<file path="config.mk">
export PLATFORM = sky130hd
export DESIGN_NAME = alu_cmd_sequencer_flat
export DESIGN_NICKNAME = d
export VERILOG_FILES = /design/src/rtl/alu_pkg.sv /design/src/rtl/alu_cmd_sequencer_if.sv /design/src/rtl/alu_seq_timer.sv /design/src/rtl/alu_cmd_sequencer.sv /design/src/flat_wrapper.sv
export SDC_FILE = /design/constraint.sdc
export NUM_CORES = 1
export LEC_CHECK = 0
export ABC_AREA = 1
export ABC_CLOCK_PERIOD_IN_PS = 1400
export CORE_MARGIN = 1.5
export CORE_UTILIZATION = 50
export CTS_BUF_LIST = sky130_fd_sc_hd__clkbuf_2 sky130_fd_sc_hd__clkbuf_4 sky130_fd_sc_hd__clkbuf_8
export DETAILED_ROUTE_END_ITERATION = 12
export GPL_TIMING_DRIVEN = 0
export PLACE_DENSITY = 0.92
export SYNTH_ARGS = -nofsm -noshare
export SYNTH_HDL_FRONTEND = slang
export SYNTH_SLANG_ARGS = --single-unit
</file>
<file path="constraint.sdc">
create_clock -name clk -period 1.4 [get_ports clk]
set_input_delay 0.28 -clock clk [delete_from_list [all_inputs] [get_ports clk]]
set_output_delay 0.28 -clock clk [all_outputs]
set_load 0.005 [all_outputs]
</file>
<file path="src/rtl/alu_pkg.sv">
// Shared definitions for the 8-bit ALU stage and its command sequencer:
// opcode map, datapath widths and the sequencer state encoding.
package alu_pkg;

    localparam int OPCODE_W = 4;
    localparam int DATA_W   = 8;
    localparam int RESULT_W = 16;

    localparam logic [OPCODE_W-1:0] OP_ADD = 4'd0;
    localparam logic [OPCODE_W-1:0] OP_SUB = 4'd1;
    localparam logic [OPCODE_W-1:0] OP_MUL = 4'd2;
    localparam logic [OPCODE_W-1:0] OP_DIV = 4'd3;
    localparam logic [OPCODE_W-1:0] OP_AND = 4'd4;
    localparam logic [OPCODE_W-1:0] OP_OR  = 4'd5;
    localparam logic [OPCODE_W-1:0] OP_XOR = 4'd6;
    localparam logic [OPCODE_W-1:0] OP_NOT = 4'd7;
    localparam logic [OPCODE_W-1:0] OP_SHL = 4'd8;
    localparam logic [OPCODE_W-1:0] OP_SHR = 4'd9;
    localparam logic [OPCODE_W-1:0] OP_ROL = 4'd10;
    localparam logic [OPCODE_W-1:0] OP_EQ  = 4'd11;
    localparam logic [OPCODE_W-1:0] OP_GT  = 4'd12;

    typedef enum logic [2:0] {
        S_OP,
        S_A,
        S_B,
        S_EXEC,
        S_RES_LO,
        S_RES_HI
    } seq_state_t;

endpackage

</file>
<file path="src/rtl/alu_cmd_sequencer_if.sv">
// Byte-stream command input and result output of the ALU command sequencer.
interface alu_cmd_sequencer_if import alu_pkg::*; ();

    logic [DATA_W-1:0] data_in;
    logic              data_valid;
    logic              data_ready;
    logic [DATA_W-1:0] res_data;
    logic              res_valid;
    logic              res_ready;
    logic              res_err;

    modport slave (
        input  data_in, data_valid, res_ready,
        output data_ready, res_data, res_valid, res_err
    );

    modport master (
        output data_in, data_valid, res_ready,
        input  data_ready, res_data, res_valid, res_err
    );

endinterface

</file>
<file path="src/rtl/alu_seq_timer.sv">
// Inter-byte idle counter for a command frame; tc flags the idle cycle
// that exhausts the allowance.
module alu_seq_timer #(
    parameter int LIMIT = 255
) (
    input  logic clk,
    input  logic rst,
    input  logic run,
    input  logic clear,
    output logic tc
);

    localparam int CW = $clog2(LIMIT + 1);

    logic [CW-1:0] count;

    // An accept on the same cycle suppresses tc, giving the byte priority.
    assign tc = run && !clear && (count == CW'(LIMIT - 1));

    // NOTE: sequential state uses non-blocking assignments so every flop
    // samples pre-edge values regardless of process ordering.
    always_ff @(posedge clk) begin
        if (rst || !run || clear) begin
            count <= '0;
        end else begin
            count <= count + 1'b1;
        end
    end

endmodule

</file>
<file path="src/rtl/alu_cmd_sequencer.sv">
// Assembles opcode/operand bytes into registered ALU inputs, captures the
// 16-bit result and streams it back low byte first.
module alu_cmd_sequencer
    import alu_pkg::*;
#(
    parameter int OPCODE_MAX     = 12,
    parameter int TIMEOUT_CYCLES = 255
) (
    input  logic                 clk,
    input  logic                 rst,
    alu_cmd_sequencer_if.slave   bus,
    output logic [OPCODE_W-1:0]  alu_sel,
    output logic [DATA_W-1:0]    alu_in1,
    output logic [DATA_W-1:0]    alu_in2,
    input  logic [RESULT_W-1:0]  alu_result,
    output logic                 timeout_err,
    output logic [7:0]           op_count
);

    seq_state_t          state, state_next;
    logic [OPCODE_W-1:0] opcode_reg;
    logic                illegal;
    logic [RESULT_W-1:0] result;
    logic                accept;
    logic                timer_run;
    logic                timer_tc;

    assign bus.data_ready = (state == S_OP) || (state == S_A) || (state == S_B);
    assign accept         = bus.data_valid && bus.data_ready;
    assign timer_run      = (state == S_A) || (state == S_B);

    assign bus.res_valid  = (state == S_RES_LO) || (state == S_RES_HI);
    assign bus.res_data   = (state == S_RES_HI) ? result[15:8] : result[7:0];
    assign bus.res_err    = bus.res_valid && illegal;

    alu_seq_timer #(
        .LIMIT (TIMEOUT_CYCLES)
    ) u_timer (
        .clk   (clk),
        .rst   (rst),
        .run   (timer_run),
        .clear (accept),
        .tc    (timer_tc)
    );

    always_ff @(posedge clk) begin
        if (rst) begin
            state <= S_OP;
        end else begin
            state <= state_next;
        end
    end

    // NOTE: state_next gets a default before the case so every path assigns
    // it and no latch is inferred.
    always_comb begin
        state_next = state;
        unique case (state)
            S_OP:     if (accept) state_next = S_A;
            S_A:      if (accept) state_next = S_B;
                      else if (timer_tc) state_next = S_OP;
            S_B:      if (accept) state_next = S_EXEC;
                      else if (timer_tc) state_next = S_OP;
            S_EXEC:   state_next = S_RES_LO;
            S_RES_LO: if (bus.res_ready) state_next = S_RES_HI;
            S_RES_HI: if (bus.res_ready) state_next = S_OP;
            default:  state_next = S_OP;
        endcase
    end

    // NOTE: every register here is reset, so a frame cut short by rst leaves
    // no stale opcode, illegal flag or result behind.
    always_ff @(posedge clk) begin
        if (rst) begin
            opcode_reg  <= '0;
            illegal     <= 1'b0;
            alu_sel     <= '0;
            alu_in1     <= '0;
            alu_in2     <= '0;
            result      <= '0;
            timeout_err <= 1'b0;
            op_count    <= '0;
        end else begin
            timeout_err <= timer_tc;
            if (accept && state == S_OP) begin
                opcode_reg <= bus.data_in[OPCODE_W-1:0];
                illegal    <= int'(bus.data_in[OPCODE_W-1:0]) > OPCODE_MAX;
            end
            if (accept && state == S_A) begin
                alu_in1 <= bus.data_in;
            end
            if (accept && state == S_B) begin
                alu_in2 <= bus.data_in;
                alu_sel <= opcode_reg;
            end
            // Illegal frames still return a (zero) result to keep framing intact.
            if (state == S_EXEC) begin
                result <= illegal ? '0 : alu_result;
            end
            if (state == S_RES_HI && bus.res_ready) begin
                op_count <= op_count + 8'd1;
            end
        end
    end

endmodule

</file>
<file path="src/flat_wrapper.sv">
// flat-port wrapper written by rule: the top's interface ports become plain ports
module alu_cmd_sequencer_flat import alu_pkg::*;
#(
    parameter int OPCODE_MAX     = 12,
    parameter int TIMEOUT_CYCLES = 255
)
  (clk, rst, alu_sel, alu_in1, alu_in2, alu_result, timeout_err, op_count, bus_data_in, bus_data_valid, bus_res_ready, bus_data_ready, bus_res_data, bus_res_valid, bus_res_err);
  alu_cmd_sequencer_if bus_i ();
  input  logic clk;
  input  logic rst;
  output logic [OPCODE_W-1:0] alu_sel;
  output logic [DATA_W-1:0] alu_in1;
  output logic [DATA_W-1:0] alu_in2;
  input  logic [RESULT_W-1:0] alu_result;
  output logic timeout_err;
  output logic [7:0] op_count;
  input wire logic [$bits(bus_i.data_in)-1:0] bus_data_in;
  input wire logic [$bits(bus_i.data_valid)-1:0] bus_data_valid;
  input wire logic [$bits(bus_i.res_ready)-1:0] bus_res_ready;
  output wire logic [$bits(bus_i.data_ready)-1:0] bus_data_ready;
  output wire logic [$bits(bus_i.res_data)-1:0] bus_res_data;
  output wire logic [$bits(bus_i.res_valid)-1:0] bus_res_valid;
  output wire logic [$bits(bus_i.res_err)-1:0] bus_res_err;
  assign bus_i.data_in = bus_data_in;
  assign bus_i.data_valid = bus_data_valid;
  assign bus_i.res_ready = bus_res_ready;
  assign bus_data_ready = bus_i.data_ready;
  assign bus_res_data = bus_i.res_data;
  assign bus_res_valid = bus_i.res_valid;
  assign bus_res_err = bus_i.res_err;
  alu_cmd_sequencer #(.OPCODE_MAX(OPCODE_MAX), .TIMEOUT_CYCLES(TIMEOUT_CYCLES)) u_core (.clk(clk), .rst(rst), .bus(bus_i), .alu_sel(alu_sel), .alu_in1(alu_in1), .alu_in2(alu_in2), .alu_result(alu_result), .timeout_err(timeout_err), .op_count(op_count));
endmodule
</file>
==> results of run 1 <==
-- cells by family after synthesis --
logic type      synth area share
fa+ha+maj                 0.0148
simple gates               0.261
xor+xnor                  0.0173
flops                      0.482
buf+inv                   0.0770
compound gates             0.149
-- final timing paths --
path / slack (ns) / endpoint
setup / recovery: -0.38 / bus_res_data[2]
hold / removal: 0.27 / u_core.state[0]$_SDFFE_PP0P_
setup reg to reg: -0.27 / u_core.state[0]$_SDFFE_PP0P_
hold reg to reg: 0.45 / u_core.alu_in2[5]$_SDFFE_PP0P_
-- worst max-delay path, stage by stage, from the launching register on --
cell	delay [ns]
dfxtp_4	0.36
inv_4	0.07
nand2_4	0.06
nor2_4	0.14
buf_6	0.15
buf_6	0.11
nand2_1	0.06
nand2_1	0.08
buf_2	0.12
-- final cells by class --
| type | count | area [µm²] | area share |
|---|---|---|---|
| Clock inverter | 2 | 10.0 | 0.00253 |
| Multi-Input combinational cell | 229 | 1290 | 0.327 |
| Sequential cell | 61 | 1250 | 0.316 |
| Timing Repair Buffer | 101 | 897 | 0.227 |
| Buffer | 11 | 97.6 | 0.0247 |
| Clock buffer | 13 | 160 | 0.0405 |
| Inverter | 39 | 165 | 0.0417 |
| Tap cell | 67 | 83.8 | 0.0212 |
-- per-stage QoR --
| stage | cell area, µm² | hold WS (ns) |
|---|---|---|
| floorplan | 2530 | 0.415 |
| global placement | 3280 | 0.430 |
| detailed placement | 3280 | 0.439 |
| CTS | 3620 | 0.244 |
| global route | 3960 | 0.284 |
| finish | 3960 | 0.267 |
-- report_power, final --
| group | internal (µW) | leakage (µW) | switching (µW) | total, µW |
|---|---|---|---|---|
| clock | 735 | 0.0000935 | 666 | 1400 |
| combinational | 259 | 0.00116 | 295 | 554 |
| sequential | 1790 | 0.000502 | 41.3 | 1830 |
-- cells in the final DEF (no fill, tap or decap), types with 4 or more instances in the layout --
cell,Yosys,routed
nand2_2,1,10
nand3_1,23,19
inv_1,34,28
nand3_2,0,4
nor2_1,33,27
dfxtp_2,0,6
nand4_1,4,4
o21ai_2,0,4
clkbuf_8,0,11
nand2_4,1,4
buf_2,6,11
dlygate4sd2_1,0,29
buf_4,0,23
nor2_4,3,7
buf_6,0,15
nor2_2,2,5
inv_2,4,6
o21ai_0,25,15
clkdlybuf4s50_1,0,26
dfxtp_1,61,49
dfxtp_4,0,6
a21oi_1,42,37
o21ai_1,1,7
a21oi_2,0,5
nand2_1,74,61
-- layer usage --
metal  wire (µm)  vias up
li1            -     1328
met1        3160     1369
met2        4370      157
met3         489       43
met4         431        0
met5           0        -
-- what timing repair did --
action / 4_1_cts / 5_1_grt
pin swaps: 8 / 13
cloned: 0 / 3
resized for setup: 135 / 55
hold endpoints to repair: 0 / 0
hold buffers: 0 / 0
buffers inserted: 16 / 18
setup endpoints to repair: 42 / 62
==> metrics.yaml, run 1 <==
route:
  drc: 0
  antenna_left: 0
  vias: 2897
  drt_iter0_markers: 193
  wl_um: 8460
  via_per_inst: 5.54
  dr.pass1.iters: 5
  wl_per_cell_um: 16.2
timing:
  slew_headroom: 0.623
  fin_ws_ns: -0.381
  finalSetupViolations: 60
  finClkSkew_ns: 0.00667
  fmax_mhz: 561
  post-route-min-period_ns: 1.78
  fin_tns_setup_ns: -8.37
  rsz0062_at_grt: "true"
  finalMaxSlewViolations: 0
  fin_crit_sh: 1.27
  tightest_slew_ns: 0.565
  hold_viol_final: 0
clock_network:
  cts_made_buffers: 9
  clk_pin_slew_ns: 0.06
  cts_tree: "yes"
  ctsRootBufferMaster: "clkbuf_8"
  clockBufferDepth: 2
  clock_sinks: 61
  clk_latency_ns: 0.35
  htreeDepth: 3
setup_path:
  required_ns: 1.12
  r2r_start: "u_core.state[1]$_SDFFE_PP0P_"
  reg2reg_depth: 14
  crit_type: "reg2out"
  startpoint: "u_core.state[1]$_SDFFE_PP0P_"
  worst_setup_path_end_kind: "output pin"
  crit_fanout: 6
  crit_arrival_ns: 1.50
  startpoint_type: "register"
yosys:
  synth_common_cells: "nand2_1, dfxtp_1, a21oi_1"
  synth_edf_count: 0
  syn_area_um2: 2530
  synth_most_common_cell: "nand2_1"
  syn_inst: 339
  synth_cell_types: 28
  ys.warnings.count: 0
  async_reset_ff_frac: 0
  avgSynthCellArea_um2: 7.48
  synth_top_area_frac: 0.482
  synth_fp_nets: 370
  ys_ff_latch: 61
  ys.flop_type: "dfxtp_1"
  synth_top_cell_by_area: "dfxtp_1"
  synth_seq_area_share: 0.482
  ys_top_cells_by_area: "dfxtp_1, nand2_1, a21oi_1"
run_status:
  violations: "setup timing"
  status: "complete, but fails checks"
die:
  die_w_um: 74.2
  chipHeight_um: 74.2
  io_pins: 68
  dieArea_um2: 5510
  rows: 25
  fp.coreArea_um2: 4820
  start_util: 0.526
global_route:
  grt.busiest_layer: "met2"
  grt_first_pass_wirelength_um: 10700
  track_usage: 0.259
  antenna_found_initial: 0
  grt_pass1_vias: 2472
  grt_max_degree: 11
  grt_util_met3: 0.0515
  met1_usage: 0.288
  grt.met2_usage: 0.457
  overflow: 0
cells_and_area:
  regMostFlops: "u_core.result"
  largest_reg_flops: 16
  fillers: 279
  final_core_util: 0.822
  area_growth_pct: 56.1
  final_cells: 523
  diodes: 0
  nets: 483
  drive_gt1_frac: 0.298
pwr:
  leakagePower_uw: 0.00175
  irDropWorstVdd_mv: 0.771
  total_power_uw: 3790
  powerDensity_nw_per_um2: 957
place:
  placed_cells: 472
  finalWeightedCongestion: 0.829
  dp_hpwl_um: 4270
  place_ws_ns: -0.449
  io_buffers: 66
hold_path:
  hp-class: "in2reg"
  hold_start: "rst"
  min_path_cells: 2
run:
  cap_violations: 0
No activity file was read; power rests on OpenSTA's default activity.
==> inputs of run 2 (changes only) <==
--- a/config.mk
+++ b/config.mk
@@ -6,13 +6,12 @@
 export NUM_CORES = 1
 export LEC_CHECK = 0
 export ABC_AREA = 1
-export ABC_CLOCK_PERIOD_IN_PS = 1400
+export ABC_CLOCK_PERIOD_IN_PS = 2150
 export CORE_MARGIN = 1.5
-export CORE_UTILIZATION = 50
-export CTS_BUF_LIST = sky130_fd_sc_hd__clkbuf_2 sky130_fd_sc_hd__clkbuf_4 sky130_fd_sc_hd__clkbuf_8
+export CORE_UTILIZATION = 51
 export DETAILED_ROUTE_END_ITERATION = 12
 export GPL_TIMING_DRIVEN = 0
-export PLACE_DENSITY = 0.92
+export PLACE_DENSITY = 0.94
 export SYNTH_ARGS = -nofsm -noshare
 export SYNTH_HDL_FRONTEND = slang
 export SYNTH_SLANG_ARGS = --single-unit
==> constraint.sdc (replaced) <==
create_clock -name clk -period 2.15 [get_ports clk]
set_input_delay 0.43 -clock clk [delete_from_list [all_inputs] [get_ports clk]]
set_output_delay 0.43 -clock clk [all_outputs]
set_load 0.005 [all_outputs]
==> run 2 against run 1 <==
The run now ends clean. Sequential share of layout area rose by 3.0 points. Clock-buffer cell count fell by 1. Final area fell by 10%. Die area fell by 1.9%. Core utilization fell by 7.2 points. Flip-flop and latch count did not move. Cell count fell by 5.5%. Largest power group unchanged.
==> metrics.yaml, run 2 (same netlist as run 1, synthesis figures left out) <==
route:
  highest_layer: "met4"  # unchanged
  antenna_left: 0  # unchanged
  drc: 0  # unchanged
  via_per_inst: 5.18  # was 5.54
  wl_per_cell_um: 13.1  # was 16.2 µm
  vias: 2560  # was 2,897
  drt_iter0_markers: 180  # was 193
  wl_met3_um: 362  # was 489 µm
  wl_met2_um: 3230  # was 4370 µm
  wl_um: 6460  # was 8460 µm
  drt-met1-wl_um: 2630  # was 3160 µm
  dr.pass1.iters: 4  # was 5
place:
  finalWeightedCongestion: 0.842  # was 0.829
  io_buffers: 66  # unchanged
  dp_hpwl_um: 4350  # was 4270 µm
  place_area_um2: 3280  # unchanged
cells_and_area:
  area_growth_pct: 40.5  # was 56.1%
  nets: 454  # was 483
  final_common_cell: "nand2_1"  # unchanged
  drive_gt1_frac: 0.119  # was 0.298
  multi_input_area_um2: 1120  # was 1290 µm²
  diodes: 0  # unchanged
  layout_common_cells: "nand2_1, dfxtp_1, clkdlybuf4s50_1"  # was nand2_1, dfxtp_1, a21oi_1
  fillers: 358  # was 279
  largest_reg_flops: 16  # unchanged
  final_core_util: 0.749  # was 0.822
  seq_area_um2: 1230  # was 1250 µm²
  regMostFlops: "u_core.result"  # unchanged
  fin_area_um2: 3560  # was 3960 µm²
global_route:
  grt_first_pass_wirelength_um: 10100  # was 10,700 µm
  track_usage: 0.249  # was 0.259
  grt_max_degree: 11  # unchanged
  antenna_found_initial: 0  # unchanged
  overflow: 0  # unchanged
  grt_pass1_vias: 2398  # was 2,472
die:
  chipHeight_um: 73.5  # was 74.2 µm
  fp.coreArea_um2: 4750  # was 4820 µm²
  die_w_um: 73.5  # was 74.2 µm
  rows: 25  # unchanged
  io_pins: 68  # unchanged
  dieArea_um2: 5400  # was 5510 µm²
  start_util: 0.533  # was 0.526
pwr:
  leakagePower_uw: 0.00142  # was 0.00175 µW
  p_int_uw: 1890  # was 2790 µW
  seqPwrFrac: 0.478  # was 0.484
  irDropWorstVdd_mv: 0.510  # was 0.771 mV
  switching_share: 0.244  # was 0.265
  pwr-share-clk: 0.414  # was 0.370
  powerDensity_nw_per_um2: 703  # was 957 nW/µm²
  p_switching_uw: 610  # was 1000 µW
  p_comb_frac: 0.108  # was 0.146
  total_power_uw: 2500  # was 3790 µW
setup_path:
  path_cells: "inv_4, clkbuf_4, nor2_1, clkdlybuf4s50_1"  # was inv_4, nand2_4, nor2_4, buf_6, buf_6, nand2_1, nand2_1, buf_2
  crit_path_top_delay_cell: "clkdlybuf4s50_1"  # was dfxtp_4
  r2r_start: "u_core.state[1]$_SDFFE_PP0P_"  # unchanged
  cpLargestDelayFamily: "buffers and inverters"  # unchanged
  startpoint_type: "register"  # unchanged
  worst_setup_path_end_kind: "output pin"  # unchanged
  crit_arrival_ns: 1.64  # was 1.50 ns
  required_ns: 1.72  # was 1.12 ns
  crit_fanout: 10  # was 6
  reg2reg_depth: 8  # was 14
  rrSetupSlack_ns: 0.62  # was -0.27 ns
  crit_type: "reg2out"  # unchanged
  max_stage_delay_ns: 0.51  # was 0.36 ns
  rr_endpoint: "u_core.illegal$_SDFFE_PP0P_"  # was u_core.state[0]$_SDFFE_PP0P_
  cp_num_buf_inv: 3  # was 4
timing:
  hold_slack_ns: 0.393  # was 0.267 ns
  rsz0062_at_grt: "false"  # was true
  slew_headroom: 0.678  # was 0.623
  finClkSkew_ns: 0.00580  # was 0.00667 ns
  tightest_slew_ns: 0.483  # was 0.565 ns
  hold_viol_final: 0  # unchanged
  fin_crit_sh: 0.963
  fin_tns_setup_ns: 0  # was -8.37 ns
  finalMaxSlewViolations: 0  # unchanged
  fmax_mhz: 483
  finalSetupViolations: 0  # was 60
  post-route-min-period_ns: 2.07
hold_path:
  hp-class: "in2reg"  # unchanged
  hold_path_end: "u_core.state[0]$_SDFFE_PP0P_"  # unchanged
  min_path_cells: 2  # unchanged
  hold_start: "rst"  # unchanged
clock_network:
  clk_pin_slew_ns: 0.06  # about the same
  clock_sinks: 61  # unchanged
  ctsRootBufferMaster: "clkbuf_8"  # unchanged
  clockBufferDepth: 2  # unchanged
  cts_hold_buf: 0  # unchanged
  clk_latency_ns: 0.35  # about the same
  cts_made_buffers: 9  # unchanged
  cts_tree: "yes"  # unchanged
  htreeDepth: 3  # unchanged
run_status:
  status: "finished clean"  # was complete, but fails checks
run:
  cap_violations: 0  # unchanged
-- run 2: through the flow --
| step | setup WS [ns] | cells |
|---|---|---|
| after CTS | 0.000805 | 493 |
| after detailed placement | 0.128 | 472 |
| after global routing | 0.0237 | 494 |
| final | 0.0792 | 494 |
| after floorplan | 0.773 | 339 |
| after global placement | 0.144 | 472 |
-- run 2: repair_timing --
item | CTS | global route
setup buffers | 5 | 1
pin swaps | 1 | 1
endpoints found under the hold margin | 0 | 0
endpoints found under the setup margin | 9 | 4
gates cloned | 1 | 0
resized for setup | 20 | 7
-- run 2: power by group through the flow --
stage               clock [µW]  sequential (µW)  combinational [µW]
floorplan                    0             1220                 121
global placement             0             1220                 249
detailed placement           0             1220                 258
CTS                       1040             1190                 265
global route              1090             1200                 296
finish                    1040             1200                 270
-- run 2: metal layers --
layer  up-vias  track usage
met3        22       0.0933
met2        99        0.414
met1      1166        0.266
met5         -            0
li1       1273            -
met4         0        0.152
-- run 2: final cells by class --
class / instances / area share
Inverter: 39 / 0.0418
Clock inverter: 3 / 0.0126
Clock buffer: 12 / 0.0436
Multi-Input combinational cell: 228 / 0.315
Sequential cell: 61 / 0.346
Timing Repair Buffer: 73 / 0.201
Buffer: 11 / 0.0165
Tap cell: 67 / 0.0235
-- run 2: worst max-delay path by stage --
stage,start,to,slack [ns],cells past startpoint
6_report,u_core.illegal$_SDFFE_PP0P_,bus_res_err,0.08,4
5_1_grt,u_core.illegal$_SDFFE_PP0P_,bus_res_err,0.02,4
4_1_cts,u_core.state[1]$_SDFFE_PP0P_,bus_res_data[0],0.0008,7
3_5_place_dp,u_core.state[0]$_SDFFE_PP0P_,bus_res_data[1],0.13,6
3_3_place_gp,u_core.state[2]$_SDFFE_PP0P_,bus_res_data[1],0.14,6
2_1_floorplan,u_core.state[2]$_SDFFE_PP0P_,bus_res_data[0],0.77,5
==> inputs of run 3 (changes only) <==
--- a/config.mk
+++ b/config.mk
@@ -8,10 +8,11 @@
 export ABC_AREA = 1
 export ABC_CLOCK_PERIOD_IN_PS = 2150
 export CORE_MARGIN = 1.5
-export CORE_UTILIZATION = 51
+export CORE_UTILIZATION = 40
 export DETAILED_ROUTE_END_ITERATION = 12
 export GPL_TIMING_DRIVEN = 0
-export PLACE_DENSITY = 0.94
+export PLACE_DENSITY = 0.78
+export RECOVER_POWER = 50
 export SYNTH_ARGS = -nofsm -noshare
 export SYNTH_HDL_FRONTEND = slang
 export SYNTH_SLANG_ARGS = --single-unit
==> run 3 against run 2 <==
Non-clock buffer count down 3. Core utilization fell by 18 points. Worst hold slack gained 0.017 ns. Clock skew rose by 0.00087 ns. First-iteration DRC count down 53%. Sequential power hardly changed. Register-to-register slack got worse by 0.25 ns. Clock power fell by 14%. Sequential share of layout area up 0.86 points. Maximum frequency up 2.8%. Clock-buffer cell count did not move. Via count shrank 5.6%.
==> metrics.yaml, run 3 (same netlist as run 1, synthesis figures left out) <==
global_route:
  grt_pass1_vias: 2166  # was 2,398
  grt_first_pass_wirelength_um: 9290  # was 10,100 µm
  grt_max_degree: 11  # unchanged
  antenna_found_initial: 0  # unchanged
  overflow: 0  # unchanged
  track_usage: 0.182  # was 0.249
setup_path:
  crit_fanout: 5  # was 10
  required_ns: 1.72  # about the same
  startpoint_type: "register"  # unchanged
  worst_setup_path_end_kind: "output pin"  # unchanged
  crit_type: "reg2out"  # unchanged
  crit_arrival_ns: 1.58  # was 1.64 ns
timing:
  fin_crit_sh: 0.937  # was 0.963
  fmax_mhz: 497  # was 483 MHz
  slew_headroom: 0.666  # was 0.678
  tightest_slew_ns: 0.502  # was 0.483 ns
  post-route-min-period_ns: 2.01  # was 2.07 ns
  finalSetupViolations: 0  # unchanged
  hold_slack_ns: 0.410  # was 0.393 ns
  finClkSkew_ns: 0.00667  # was 0.00580 ns
  hold_viol_final: 0  # unchanged
  rsz0062_at_grt: "false"  # unchanged
  fin_tns_setup_ns: 0  # unchanged
  fin_ws_ns: 0.136  # was 0.0792 ns
  finalMaxSlewViolations: 0  # unchanged
cells_and_area:
  final_core_util: 0.574  # was 0.749
  layout_common_cells: "nand2_1, dfxtp_1, clkdlybuf4s50_1"  # unchanged
  final_common_cell: "nand2_1"  # unchanged
  nets: 451  # was 454
  fillers: 577  # was 358
  area_growth_pct: 36.4  # was 40.5%
  drive_gt1_frac: 0.0706  # was 0.119
  seq_area_um2: 1230  # about the same
  diodes: 0  # unchanged
  multi_input_area_um2: 1080  # was 1120 µm²
  largest_reg_flops: 16  # unchanged
  regMostFlops: "u_core.result"  # unchanged
clock_network:
  cts_tree: "yes"  # unchanged
  cts_made_buffers: 9  # unchanged
  htreeDepth: 3  # unchanged
  ctsRootBufferMaster: "clkbuf_8"  # unchanged
  clk_pin_slew_ns: 0.07  # was 0.06 ns
  cts_hold_buf: 0  # unchanged
  clock_sinks: 61  # unchanged
  clk_latency_ns: 0.33  # was 0.35 ns
  clockBufferDepth: 2  # unchanged
route:
  wl_per_cell_um: 11.7  # was 13.1 µm
  drc: 0  # unchanged
  dr.pass1.iters: 4  # unchanged
  drt_iter0_markers: 84  # was 180
  via_per_inst: 4.83  # was 5.18
  wl_um: 5870  # was 6460 µm
  vias: 2416  # was 2,560
  antenna_left: 0  # unchanged
place:
  io_buffers: 66  # unchanged
  dp_hpwl_um: 4220  # was 4350 µm
  finalWeightedCongestion: 0.823  # was 0.842
  place_ws_ns: 0.105  # was 0.128 ns
die:
  rows: 28  # was 25
  dieArea_um2: 6820  # was 5400 µm²
  die_w_um: 82.6  # was 73.5 µm
  io_pins: 68  # unchanged
  chipHeight_um: 82.6  # was 73.5 µm
  start_util: 0.421  # was 0.533
  fp.coreArea_um2: 6030  # was 4750 µm²
hold_path:
  hp-class: "in2reg"  # unchanged
pwr:
  powerDensity_nw_per_um2: 679  # was 703 nW/µm²
  leakagePower_uw: 0.00135  # was 0.00142 µW
  irDropWorstVdd_mv: 0.443  # was 0.510 mV
run:
  cap_violations: 0  # unchanged
run_status:
  status: "finished clean"  # unchanged
## run 3: cell types whose count changed in the layout (fill, tap and decap cells not counted), sizes merged, moves of 2 or more
| cell | change |
|---|---|
| dlygate4sd2 | +2 |
| dlymetal6s2s | -3 |
| buf | -6 |
| clkinv | +4 |
| clkbuf | +3 |
## run 3: path summary, 6_finish.rpt
| kind | depth (start not counted) | startpoint | endpoint | slack (ns) |
|---|---|---|---|---|
| max | 5 | u_core.state[1]$_SDFFE_PP0P_ | bus_data_ready | 0.14 |
| max reg2reg | 9 | u_core.state[1]$_SDFFE_PP0P_ | u_core.op_count[7]$_SDFFE_PP0P_ | 0.37 |
| min | 2 | rst | u_core.opcode_reg[1]$_SDFFE_PP0P_ | 0.41 |
| min reg2reg | 2 | u_core.alu_in2[2]$_SDFFE_PP0P_ | u_core.alu_in2[2]$_SDFFE_PP0P_ | 0.45 |
## run 3: repair_timing
action,in CTS,in global routing
pin swaps,1,0
endpoints found under the setup margin,9,2
gates cloned,1,0
buffers inserted,4,0
resized for setup,22,3
## run 3: critical path: stages (launching register included)
cell and delay [ns]:
dfxtp_1 0.32, buf_4 0.15, nand2_1 0.09, nand2_2 0.08, inv_1 0.10, clkdlybuf4s50_1 0.51
## run 3: layout make-up
cell class / instances / share of cell area
flip-flops and latches: 61 / 0.355
multi-input cells: 228 / 0.311
repair buffers: 71 / 0.199
clock buffers: 12 / 0.0449
inverters: 39 / 0.0431
well taps: 75 / 0.0271
plain buffers: 10 / 0.0137
clock inverters: 4 / 0.00651
## run 3: power breakdown
part / total [µW] / internal, µW / leakage (µW) / switching (µW)
clock: 899 / 475 / 0.0000921 / 424
sequential: 1190 / 1170 / 0.000495 / 23.1
combinational: 255 / 126 / 0.000767 / 129
## run 3: per-layer routing
| metal | vias to the layer above | routed length (µm) | GRT usage |
|---|---|---|---|
| met2 | 72 | 2900 | 0.303 |
| li1 | 1255 | - | - |
| met3 | 10 | 346 | 0.0571 |
| met5 | - | 0 | 0 |
| met4 | 0 | 93 | 0.0883 |
| met1 | 1079 | 2530 | 0.211 |
## run 3: through the flow
step	std cells	area [µm²]	total power [µW]
detailed placement	480	3290	1480
global route	500	3460	2460
CTS	501	3520	2380
floorplan	339	2530	1340
global placement	480	3290	1470
finish	500	3460	2350
